**config.mk**
```make
export PLATFORM = sky130hd
export DESIGN_NAME = seq_shifter
export DESIGN_NICKNAME = d
export VERILOG_FILES = /design/src/rtl/seq_shifter.sv
export SDC_FILE = /design/constraint.sdc
export NUM_CORES = 1
export LEC_CHECK = 0
export BUFFER_PORTS_ARGS = -buffer_cell sky130_fd_sc_hd__buf_2
export CAP_MARGIN = 5
export CORE_MARGIN = 1
export CORE_UTILIZATION = 50
export CTS_BUF_LIST = sky130_fd_sc_hd__clkbuf_8 sky130_fd_sc_hd__clkbuf_16
export DETAILED_ROUTE_END_ITERATION = 12
export HOLD_SLACK_MARGIN = 0.06
export PLACE_DENSITY = 0.79
export SYNTH_ARGS = -nofsm -noshare
export SYNTH_HDL_FRONTEND = slang
export SYNTH_SLANG_ARGS = --single-unit
```
**constraint.sdc**
```tcl
create_clock -name clk -period 3.2 [get_ports clk]
set_clock_uncertainty 0.05 [all_clocks]
set_input_delay 0.16 -clock clk [delete_from_list [all_inputs] [get_ports clk]]
set_output_delay 0.16 -clock clk [all_outputs]
set_load 0.005 [all_outputs]
```
**src/rtl/seq_shifter.sv**
```systemverilog
// Multi-cycle shifter: SLL/SRL/SRA/ROR, one bit position per clock, start/done handshake.
// Optional zero/carry flag ports are built when SEQ_SHIFTER_FLAGS_EN is defined.
module seq_shifter #(
  parameter int unsigned WIDTH = 8,
  parameter int unsigned CW    = $clog2(WIDTH) + 1
) (
  input  logic             clk,
  input  logic             rst_n,
  input  logic             start,
  input  logic [1:0]       op,
  input  logic [WIDTH-1:0] A,
  input  logic [WIDTH-1:0] B,
  output logic             ready,
  output logic             busy,
  output logic             done,
  output logic [WIDTH-1:0] Z
`ifdef SEQ_SHIFTER_FLAGS_EN
  ,
  output logic             zero,
  output logic             carry
`endif
);

  localparam int unsigned LW = $clog2(WIDTH);

  localparam logic [1:0] S_IDLE  = 2'd0;
  localparam logic [1:0] S_SHIFT = 2'd1;
  localparam logic [1:0] S_DONE  = 2'd2;

  localparam logic [1:0] OP_SLL = 2'd0;
  localparam logic [1:0] OP_SRL = 2'd1;
  localparam logic [1:0] OP_SRA = 2'd2;
  localparam logic [1:0] OP_ROR = 2'd3;

  logic [1:0]       state_q, state_d;
  logic [WIDTH-1:0] work_q, work_d;
  logic [CW-1:0]    cnt_q, cnt_d;
  logic [CW-1:0]    load_cnt;
  logic [1:0]       op_q, op_d;
`ifdef SEQ_SHIFTER_FLAGS_EN
  logic             carry_q, carry_d;
  logic             zero_q;
`endif

  // Status decodes straight from the state register; no path from start.
  assign ready = (state_q == S_IDLE) || (state_q == S_DONE);
  assign busy  = (state_q == S_SHIFT);
  assign done  = (state_q == S_DONE);
  assign Z     = work_q;
`ifdef SEQ_SHIFTER_FLAGS_EN
  assign zero  = zero_q;
  assign carry = carry_q;
`endif

  // Shift count at accept: saturate linear shifts, wrap rotates.
  always_comb begin
    load_cnt = '0;
    if (op == OP_ROR)
      load_cnt = CW'(B[LW-1:0]);
    else if (B >= WIDTH'(WIDTH))
      load_cnt = CW'(WIDTH);
    else
      load_cnt = B[CW-1:0];
  end

  // State register and datapath registers
  always_ff @(posedge clk or negedge rst_n) begin
    if (!rst_n) begin
      state_q <= S_IDLE;
      work_q  <= '0;
      cnt_q   <= '0;
      op_q    <= OP_SLL;
`ifdef SEQ_SHIFTER_FLAGS_EN
      carry_q <= 1'b0;
      zero_q  <= 1'b1;
`endif
    end else begin
      state_q <= state_d;
      work_q  <= work_d;
      cnt_q   <= cnt_d;
      op_q    <= op_d;
`ifdef SEQ_SHIFTER_FLAGS_EN
      carry_q <= carry_d;
      zero_q  <= (work_d == '0);
`endif
    end
  end

  // Next-state and datapath update
  always_comb begin
    state_d = state_q;
    work_d  = work_q;
    cnt_d   = cnt_q;
    op_d    = op_q;
`ifdef SEQ_SHIFTER_FLAGS_EN
    carry_d = carry_q;
`endif
    case (state_q)
      S_IDLE, S_DONE: begin
        state_d = S_IDLE;
        if (start) begin
          work_d  = A;
          op_d    = op;
          cnt_d   = load_cnt;
          state_d = (load_cnt == '0) ? S_DONE : S_SHIFT;
`ifdef SEQ_SHIFTER_FLAGS_EN
          carry_d = 1'b0;
`endif
        end
      end
      S_SHIFT: begin
        cnt_d = cnt_q - CW'(1);
        if (cnt_q == CW'(1))
          state_d = S_DONE;
        case (op_q)
          OP_SLL: work_d = {work_q[WIDTH-2:0], 1'b0};
          OP_SRL: work_d = {1'b0, work_q[WIDTH-1:1]};
          OP_SRA: work_d = {work_q[WIDTH-1], work_q[WIDTH-1:1]};
          default: work_d = {work_q[0], work_q[WIDTH-1:1]};
        endcase
`ifdef SEQ_SHIFTER_FLAGS_EN
        // Bit leaving the register; for ROR it is also the new MSB.
        carry_d = (op_q == OP_SLL) ? work_q[WIDTH-1] : work_q[0];
`endif
      end
      default: state_d = S_IDLE;
    endcase
  end

endmodule
```
# After elaboration in Yosys (flattened, before gate mapping)
# Cells that the tools add are included.
[op_classes]
bitwise = 0
mul = 0
n_lt_le_gt_ge = 1
n_div = 0
shifts = 0
n_eq_ne = 9
addsub = 1
n_mux = 11
reduce_logical = 9
[ops]
columns = ["cell", "n"]
rows = [
  ["$pmux W8 S3", 1],
  ["$pmux W8 S2", 1],
  ["$mux W4", 3],
  ["$ge A8 B4 Y1 const B", 1],
  ["$mux W8", 1],
  ["$pmux W4 S2", 1],
  ["$eq A2 B2 Y1 const B", 3],
  ["$mux W2", 3],
  ["$eq A2 B1 Y1 const B", 2],
  ["$eq A4 B1 Y1 const B", 1],
  ["$logic_not A2 Y1", 2],
  ["$logic_not A4 Y1", 1],
  ["$ne A2 B2 Y1 const B", 2],
  ["$pmux W2 S2", 1],
  ["$reduce_and A2 Y1", 2],
  ["$sub A4 B1 Y4 const B", 1],
  ["$reduce_and A3 Y1", 1],
  ["$ne A2 B1 Y1 const B", 1],
  ["$reduce_bool A2 Y1", 1],
  ["$reduce_or A2 Y1", 1],
  ["$logic_or A1 B1 Y1", 1],
]
[totals]
elab_cells = 36
mem_bits_ro = 0
regBits = 16
ram_bits = 0
memories = 0
latchBits = 0

# Longest topological paths before layout
# Gate-level depths: netlist (run 1).
[logic_depth]
ltp_word = 7
mapped_depth = 6
depth_no_buf = 5

# Worst setup path before layout (run 1)
# OpenSTA, ideal clock, no wires.
[synth_path]
path_type = "reg-to-reg"
startpoint = "register state_q[0]"
endpoint = "register cnt_q[1]"
arrival_time_ns = 1.217
setup_slack_ns = 1.807
path_buffers = 2
synth_period_minus_slack_ns = 1.393
required_ns = 3.024
path_stages_with_launch = 6
path_cell_list = "dfrtp_1 buf_4 nor2b_2 buf_6 a32o_2 a221o_1"
[synth_via]
elab_chain_cells = 4
elab_cells_between_ends = 8
[synth_lines]
columns = ["element", "line_no", "rtl"]
rows = [
  ["start: declaration", "35", "logic [1:0] state_q, state_d;"],
  ["start signal: assignment", "78", "state_q <= state_d;"],
  ["$eq A2 B2 Y1 or $logic_not A2 Y1 (tied branches)", "98", "case (state_q)"],
  ["$reduce_or A2 Y1", "98", ""],
  ["$ne A2 B2 Y1 (no source line) or $reduce_bool A2 Y1 (tied branches)", "-", ""],
  ["$reduce_and A2 Y1 (no source line)", "-", ""],
  ["end signal: assignment", "80", "cnt_q <= cnt_d;"],
  ["end: declaration", "37", "logic [CW-1:0] cnt_q, cnt_d;"],
]
# Several ways; a longest one is shown, not always the timed one.
# A chain may end at the register's enable or synchronous reset.

# Worst setup path after layout (run 1)
[layout_path]
startpoint = "register state_q[0]"
endpoint = "output busy"
[layout_via]
elab_chain_cells = 1
[layout_lines]
columns = ["element", "line_no", "rtl"]
rows = [
  ["$eq A2 B1 Y1", "47", "assign busy = (state_q == S_SHIFT);"],
  ["end: declaration", "14", "output logic busy,"],
]
# No other way between the ends.

==> impl_metrics.json, run 1 <==
{
  "crit_chain": "nand2b_1 > clkinv_1 > buf_2",
  "ys_ff_latch": 16,
  "syn_nets": 111,
  "wl_um": 1987,
  "hold_viol_final": 0,
  "cts_resized": 0,
  "fillers": 152,
  "cp_max_fo": 16,
  "min_to": "cnt_q[2]",
  "drive_above_1_share_pct": 32.50,
  "cts_max_path_buffers": 2,
  "routabilityCongestion": 0.8030,
  "final_cell_mix": "buf_2, mux2i_1, dfrtp_1, inv_1, nor3_1",
  "r2r_end": "cnt_q[1]",
  "worst_setup_path_end_kind": "primary output",
  "synth_seq_area_share_pct": 42.27,
  "grt_pass1_vias": 716,
  "start_util_pct": 54.27,
  "cp_num_buf_inv": 2,
  "busiest_layer": "met2",
  "hold_path.class": "primary input to flop",
  "p_leak_nw": 0.5784,
  "ioPinCount": 32,
  "vias_per_cell": 5.345,
  "drtIter0Drc": 13,
  "ys_types": 31,
  "syn_to_final_growth_pct": 23.51,
  "fin_nets": 144,
  "worstHoldStart": "B[2]",
  "max_stage_delay_ns": 0.46,
  "setup_viol": 0,
  "path_delay_family": "buffers and inverters",
  "worst-slew-pin-transition_ns": 0.8003,
  "clock-sinks": 16,
  "cts_tree": "yes",
  "vias": 775,
  "ys_warn_count": 0,
  "r2r_cells": 3,
  "drt_first_pass_iters": 4,
  "use_met1_pct": 27.53,
  "rrSetupSlack_ns": 1.41,
  "cp_slowest_cell": "dfrtp_1",
  "syn_inst": 88,
  "holdPathStages": 2,
  "pre_cts_slack_ns": 1.437,
  "cp.required_ns": 2.99,
  "antenna_found_initial": 0,
  "port_buffers": 31,
  "grt_start_max_net_pins": 18,
  "layout_commonest_cell": "buf_2",
  "ys.flop_type": "dfrtp_1",
  "die_area_um2": 2073,
  "start_kind": "flop",
  "outcome": "finished, final reports clean",
  "dp.cells": 140,
  "min_period_ns": 1.812,
  "slew_viol_final": 0,
  "max_freq_ghz": 0.5520,
  "wire_per_inst_um": 13.70,
  "clk_latency_ns": 0.25,
  "rows": 15,
  "fin_cells": 145,
  "powerDensity_nw_per_um2": 954.8,
  "core_area_um2": 1745,
  "grt_use_met3_pct": 4.762,
  "relSlewSlack_pct": 46.40,
  "grt_util_all_layers_pct": 21.29,
  "antennaDiodeCount": 0,
  "fin_ws_ns": 1.388,
  "rsz0062_at_grt": "no",
  "cts_buffers": 3,
  "fin_crit_sh_pct": 56.61,
  "r2r_start": "state_q[0]",
  "cp.arrival_ns": 1.60,
  "grt-ovfl-total": 0,
  "postSynthAreaPerCell_um2": 10.76,
  "dieWidth_um": 45.53,
  "cts_max_level": 1,
  "async_flop_share_pct": 100.0,
  "path_clk_slew_ns": 0.06,
  "met2_usage_pct": 34.00,
  "fp.dieH_um": 45.53,
  "critical_path_class": "flop to primary output",
  "syn-cell-area_um2": 947.2,
  "peakVddDrop_mv": 0.4893,
  "root_buffer": "clkbuf_8",
  "setup_tns_ns": 0,
  "drc": 0,
  "post-cts-setup-buffers": 0,
  "grt_pass1_wl_um": 3070,
  "synth_edf_count": 0,
  "place.detailed.hpwl_um": 1458,
  "drv_cap": 0,
  "ant_nets": 0
}
[metal layers]
layer | vias up | part of all wire (%)
met2 | 21 | 48
li1 | 382 | -
met5 | - | 0
met3 | 4 | 4.7
met4 | 0 | 0.96
met1 | 368 | 46
[cell type report]
| type | instances | area (um^2) | area share, % |
|---|---|---|---|
| Inverter | 6 | 22.52 | 1.925 |
| Timing Repair Buffer | 32 | 165.2 | 14.12 |
| Tap cell | 25 | 31.28 | 2.674 |
| Multi-Input combinational cell | 62 | 495.5 | 42.35 |
| Clock buffer | 4 | 55.05 | 4.706 |
| Sequential cell | 16 | 400.4 | 34.22 |
[repair_timing]
| item | 4_1_cts | 5_1_grt |
|---|---|---|
| endpoints found under the setup margin | 0 | 0 |
| hold endpoints to repair | 16 | 0 |
| hold buffers | 1 | 0 |
[power breakdown]
group / internal (W) / switching, W / total [W]
logic: 0.000274 / 0.000258 / 0.000532
clock network: 0.000109 / 0.0000703 / 0.000179
registers: 0.000306 / 0.0000994 / 0.000405
[cells by family (layout without fill, tap and decap cells)]
logic type | Yosys count | after routing | synth area share, %
compound gates | 13 | 13 | 10.96
xor+xnor | 1 | 1 | 0.9249
fa+ha+maj | 2 | 2 | 2.642
buf+inv | 10 | 42 | 5.416
flops | 16 | 16 | 42.27
mux | 21 | 21 | 22.32
simple gates | 25 | 25 | 15.46
[how the worst max path moves through the flow]
stage | start | to | cells past startpoint
floorplan | state_q[0] | cnt_q[1] | 5
global placement | state_q[0] | cnt_q[1] | 3
detailed placement | state_q[0] | cnt_q[1] | 3
CTS | state_q[0] | busy | 3
global route | state_q[0] | busy | 3
finish | state_q[0] | busy | 3
[worst reg2reg max path: cells and delay by family (launching register included)]
family,cells,cell delay [ns]
simple gates,1,0.67
flops,1,0.46
compound gates,2,0.55
[cell usage after synthesis, types with 2 or more instances]
cell,number,share of area (%)
a211oi_1,2,1.6
a221o_1,3,3.2
buf_2,2,1.1
dfrtp_1,16,42
ha_1,2,2.6
inv_1,5,2.0
mux2i_1,20,21
nand2_1,4,1.6
nand2b_1,4,2.6
nor2_1,2,0.79
nor2b_1,2,1.3
nor3_1,5,2.6
o21ai_0,3,1.6
[stage by stage]
stage / hold WS [ns] / area, um^2 / utilization (%) / power (W)
finish: 0.1099 / 1170 / 67.03 / 0.001117
detailed placement: 0.03943 / 1105 / 63.30 / 0.0009353
CTS: 0.1050 / 1170 / 67.03 / 0.001125
floorplan: -0.1856 / 947.2 / - / 0.0007897
global route: 0.1183 / 1170 / 67.03 / 0.001203
global placement: 0.03743 / 1105 / 63.30 / 0.0009140
[sequential cells by signal, summed over array words and instances, names as in the netlist]
| register | flops |
|---|---|
| state_q | 2 |
| cnt_q | 4 |
| Z | 8 |
| op_q | 2 |
Note: power is estimated with default switching activity, not from simulation.
==> run 2: changes to the inputs <==
Settings changed: ABC_AREA set to 1, PLACE_DENSITY 0.79 to 0.78.
Clock period 3.2 ns to 1.9 ns, I/O delays scaled along.
==> run 2 against run 1 <==
Effect of this change: sequential share of layout area decreased by 3.5 points; worst hold slack improved by 0.0011 ns; combinational power rose to 2.5 times the previous value; clock-buffer cell count unchanged; routed wire length grew 14%; highest routed layer unchanged; first-iteration DRC count is 62% higher; global-route usage is 2.5 points higher; register-to-register slack got worse by 0.85 ns; sequential power grew 62%; largest cell class unchanged.
==> impl_metrics.json, run 2 <==
{
  "outcome": "finished, final reports clean",
  "vias_per_cell": 5.035,
  "cts_resized": 0,
  "cts_buffers": 3,
  "postSynthAreaPerCell_um2": 7.672,
  "die_area_um2": 2289,
  "intPower_w": 0.001219,
  "netlist_top_cells_area": "dfrtp_1, nand2_1, a22oi_2",
  "critical_path_class": "flop to flop",
  "routabilityCongestion": 0.8329,
  "synth_xor_xnor_area_share_pct": 0,
  "syn_to_final_growth_pct": 23.81,
  "setup_viol": 0,
  "crit_end": "cnt_q[2]",
  "synth_fa_ha_area_share_pct": 2.381,
  "largest_reg_flops": 8,
  "fp.dieH_um": 47.85,
  "rrSetupSlack_ns": 0.56,
  "cts_max_level": 1,
  "synth_top_family_by_area": "simple AND/OR/NAND/NOR gates",
  "place.detailed.hpwl_um": 1729,
  "syn-cell-area_um2": 1051,
  "synth.top_cell.area_share_pct": 38.10,
  "hold_path.class": "primary input to flop",
  "antennaDiodeCount": 0,
  "worst_setup_path_end_kind": "flop",
  "syn_nets": 160,
  "cp.arrival_ns": 1.43,
  "synth_seq_area_share_pct": 38.10,
  "grt_pass1_vias": 913,
  "fin_nets": 197,
  "pwr-share-clk_pct": 13.6,
  "ys.flop_type": "dfrtp_1",
  "port_buffers": 31,
  "r2r_cells": 6,
  "crit_start": "state_q[1]",
  "yosys-top-cells-count": "nand2_1, inv_1, dfrtp_1",
  "final_cell_mix": "nand2_1, buf_2, inv_1, dfrtp_1, nand3_1",
  "fin_crit_sh_pct": 70.38,
  "max_freq_ghz": 0.7478,
  "ant_nets": 0,
  "antenna_found_initial": 0,
  "start_util_pct": 53.57,
  "final_util_pct": 66.33,
  "clk_latency_ns": 0.25,
  "dieWidth_um": 47.85,
  "relSlewSlack_pct": 75.19,
  "r2r_end": "cnt_q[2]",
  "syn_inst": 137,
  "grt_start_max_net_pins": 17,
  "synth_compound_area_share_pct": 15.95,
  "post-cts-setup-buffers": 0,
  "ys_types": 21,
  "path_clk_slew_ns": 0.07,
  "drv_cap": 0,
  "hold_viol_final": 0,
  "grt_util_all_layers_pct": 23.78,
  "rows": 16,
  "root_buffer": "clkbuf_8",
  "r2r_start": "state_q[1]",
  "layout_commonest_cell": "nand2_1",
  "grt_pass1_wl_um": 3801,
  "start_kind": "flop",
  "synth_edf_count": 0,
  "min_period_ns": 1.337,
  "setup_tns_ns": 0,
  "p_leak_nw": 0.7111,
  "grt-ovfl-total": 0,
  "seqPwrFrac_pct": 28.5,
  "drc": 0,
  "swShare_pct": 46.83,
  "ys_warn_count": 0,
  "combinationalPowerShare_pct": 57.9,
  "yosys.cell_count.top_type": "nand2_1",
  "async_flop_share_pct": 100.0,
  "ys_ff_latch": 16,
  "switching_power_w": 0.001074,
  "cp.required_ns": 1.99,
  "cts_tree": "yes",
  "ioPinCount": 32,
  "drt_first_pass_iters": 4,
  "peakVddDrop_mv": 0.9569,
  "rsz0062_at_grt": "no",
  "cts_max_path_buffers": 2,
  "clock-sinks": 16,
  "wl_um": 2265,
  "drtIter0Drc": 21,
  "powerDensity_nw_per_um2": 1763,
  "wire_per_inst_um": 11.33,
  "synth_top_area_cell": "dfrtp_1",
  "drive_above_1_share_pct": 32.37,
  "vias": 1007,
  "core_area_um2": 1962,
  "muxShareOfSynthArea_pct": 0,
  "cp_max_fo": 16,
  "worst-slew-pin-transition_ns": 0.3722,
  "slew_viol_final": 0,
  "synth_simple_gate_area_share_pct": 31.67
}
==> run 2: per-stage QoR <==
| stage | std cells | setup slack, ns | hold slack [ns] | power, W | cell area [um^2] |
|---|---|---|---|---|---|
| floorplan | 137 | 0.7764 | -0.2506 | 0.001708 | 1051 |
| finish | 200 | 0.5627 | 0.1110 | 0.002294 | 1301 |
| global placement | 192 | 0.6234 | -0.02526 | 0.001943 | 1206 |
| global route | 200 | 0.4290 | 0.1372 | 0.002529 | 1301 |
| CTS | 200 | 0.5488 | 0.1167 | 0.002306 | 1301 |
| detailed placement | 192 | 0.5548 | -0.01473 | 0.001989 | 1206 |
==> run 2: logic make-up after synthesis <==
group	after synthesis
buffers and inverters	26
adder cells (fa/ha/maj)	2
flip-flops	16
AND/OR/NAND/NOR	72
AO/OA/AOI/OAI	21
==> run 2: cell type report <==
cell class,count,area (um^2)
inverters,23,91.34
clock buffers,4,55.05
well taps,27,33.78
multi-input cells,95,525.5
flip-flops and latches,16,400.4
repair buffers,35,195.2
fillers,192,660.6
==> run 2: worst min path at each step <==
stage	start	end	depth (start not counted)
after global routing	A[2]	Z[2]	3
after detailed placement	rst_n	Z[6]	1
after global placement	rst_n	op_q[1]	1
after CTS	A[3]	Z[3]	3
after floorplan	rst_n	Z[0]	0
final	A[3]	Z[3]	3
==> run 2: timing repair <==
item,CTS,global route
setup endpoints to repair,0,0
hold endpoints to repair,19,0
hold buffers,4,0
==> run 2: power by group through the flow <==
stage | clock network, W | registers, W | logic [W]
2_1_floorplan | 0 | 0.000644 | 0.00106
3_3_place_gp | 0 | 0.000649 | 0.00129
3_5_place_dp | 0 | 0.000663 | 0.00133
4_1_cts | 0.000312 | 0.000657 | 0.00134
5_1_grt | 0.000327 | 0.000682 | 0.00152
6_report | 0.000311 | 0.000655 | 0.00133
==> run 2: per-layer routing <==
layer / global-route usage (%) / share of wire [%] / vias to the layer above / wire (um)
li1: - / - / 509 / -
met1: 31.02 / 45 / 475 / 1028
met2: 40.81 / 50 / 21 / 1143
met3: 4.151 / 3.8 / 2 / 86
met4: 5.556 / 0.31 / 0 / 7
met5: 0 / 0 / - / 0
==> run 2: critical path, stage by stage (launching register included) <==
cell,delay [ns]
dfrtp_1,0.44
nor2_8,0.26
inv_4,0.12
nand2_4,0.13
nand2_1,0.06
a21oi_1,0.12
nor2_1,0.05
==> run 3: changes to the inputs <==
Clock period 1.9 ns to 1.3 ns, I/O delays scaled along.
==> run 3 against run 2 <==
Effect of this change: register-to-register slack got worse by 0.48 ns; flip-flop and latch count did not move; via count rose by 0.79%; cell count rose by 0.50%; utilization rose by 0.77 points; cell area rose by 1.2%; combinational power rose by 55%; global-route usage fell by 0.25 points; clock-buffer cell count fell by 1; critical path type is now flop to primary output; largest cell class unchanged; highest routed layer unchanged.
==> impl_metrics.json, run 3 (synthesis gave the netlist of run 2 again) <==
{
  "vias": 1015,
  "drt_first_pass_iters": 4,
  "relSlewSlack_pct": 75.11,
  "cp.arrival_ns": 1.13,
  "antennaDiodeCount": 0,
  "hold_path.class": "primary input to flop",
  "drv_cap": 0,
  "final_util_pct": 67.09,
  "dieWidth_um": 47.85,
  "pre_cts_slack_ns": 0.07585,
  "drive_above_1_share_pct": 33.91,
  "largest_reg_flops": 8,
  "grt_pass1_wl_um": 3746,
  "powerDensity_nw_per_um2": 2560,
  "cts_tree": "yes",
  "syn_to_final_growth_pct": 25.24,
  "min_period_ns": 1.242,
  "layout_commonest_cell": "nand2_1",
  "final_cell_mix": "nand2_1, buf_2, inv_1, dfrtp_1, nand3_1",
  "root_buffer": "clkbuf_8",
  "rows": 16,
  "start_kind": "flop",
  "p_leak_nw": 0.7118,
  "slew_viol_final": 0,
  "clk_latency_ns": 0.25,
  "core_area_um2": 1962,
  "cts_buffers": 3,
  "start_util_pct": 53.57,
  "grt_util_all_layers_pct": 23.52,
  "antenna_found_initial": 0,
  "max_freq_ghz": 0.8054,
  "drc": 0,
  "path_clk_slew_ns": 0.07,
  "cp_max_fo": 10,
  "clock-sinks": 16,
  "setup_viol": 0,
  "cts_max_path_buffers": 2,
  "wire_per_inst_um": 11.32,
  "die_area_um2": 2289,
  "peakVddDrop_mv": 1.447,
  "wl_um": 2275,
  "worst-slew-pin-transition_ns": 0.3733,
  "p_total_w": 0.003370,
  "grt_start_max_net_pins": 17,
  "outcome": "finished, final reports clean",
  "critical_path_class": "flop to primary output",
  "setup_tns_ns": 0,
  "rsz0062_at_grt": "yes",
  "grt-ovfl-total": 0,
  "fin_nets": 199,
  "cp.required_ns": 1.19,
  "cts_max_level": 1,
  "ioPinCount": 32,
  "grt_pass1_vias": 898,
  "port_buffers": 31,
  "worst_setup_path_end_kind": "primary output",
  "vias_per_cell": 5.050,
  "fp.dieH_um": 47.85,
  "fin_area_um2": 1316,
  "hold_viol_final": 0,
  "routabilityCongestion": 0.8770,
  "fin_ws_ns": 0.05833,
  "ant_nets": 0,
  "placed_area_um2": 1214,
  "drtIter0Drc": 16,
  "place.detailed.hpwl_um": 1687,
  "fin_crit_sh_pct": 95.51
}
[run 3: cell types whose count changed in the layout (fill, tap and decap cells not counted)]
cell	delta
inv_2	+1
nand2_8	+1
nand2_4	-1
buf_4	+1
buf_6	+1
clkbuf_8	-1
inv_1	-1
dfrtp_1	-1
dfrtp_2	+1
[run 3: what timing repair did]
item                       in CTS  in global routing
hold endpoints to repair       19                  0
pin swaps                       0                  1
gates resized for setup         1                  3
hold buffers                    4                  0
buffers inserted                0                  1
setup endpoints to repair       1                  8
[run 3: layout make-up]
cell class | instances | area (um^2)
clock buffer | 3 | 41.29
tap | 27 | 33.78
timing repair buffer | 37 | 214.0
inverter | 23 | 91.34
multi-input combinational | 95 | 534.3
fill | 178 | 645.6
sequential | 16 | 401.6
[run 3: critical path, stage by stage, from the launching register on]
cell and delay (ns):
dfrtp_1 0.36, inv_2 0.08, nor2_8 0.16, buf_6 0.16, buf_2 0.12
[run 3: per-stage QoR]
stage / hold WS (ns) / std cells
after floorplan: -0.2806 / 137
after detailed placement: -0.04599 / 193
final: 0.07911 / 201
after CTS: 0.08130 / 200
after global placement: -0.04696 / 193
after global routing: 0.09971 / 201
[run 3: layer usage]
layer | share of wire (%) | up-vias | GRT usage, %
met5 | 0 | - | 0
met4 | 1.5 | 0 | 10.00
li1 | - | 514 | -
met2 | 51 | 21 | 41.62
met1 | 44 | 476 | 27.94
met3 | 3.0 | 4 | 3.774
[run 3: where the power goes]
| group | internal, W | switching (W) | total [W] | leakage, nW |
|---|---|---|---|---|
| registers | 0.000762 | 0.000179 | 0.000941 | 0.191 |
| logic | 0.000829 | 0.00123 | 0.00206 | 0.499 |
| clock network | 0.000205 | 0.000164 | 0.000369 | 0.0216 |
[run 3: worst paths after layout]
kind	startpoint	end	slack [ns]	depth (start not counted)
worst min register to register	Z[7]	Z[7]	0.46	2
worst min-delay path	B[2]	state_q[1]	0.08	4
max in group asynchronous	rst_n	state_q[1]	0.69	2
worst max register to register	state_q[0]	Z[3]	0.08	6
worst max-delay path	state_q[0]	busy	0.06	4
min in group asynchronous	rst_n	Z[7]	0.22	2
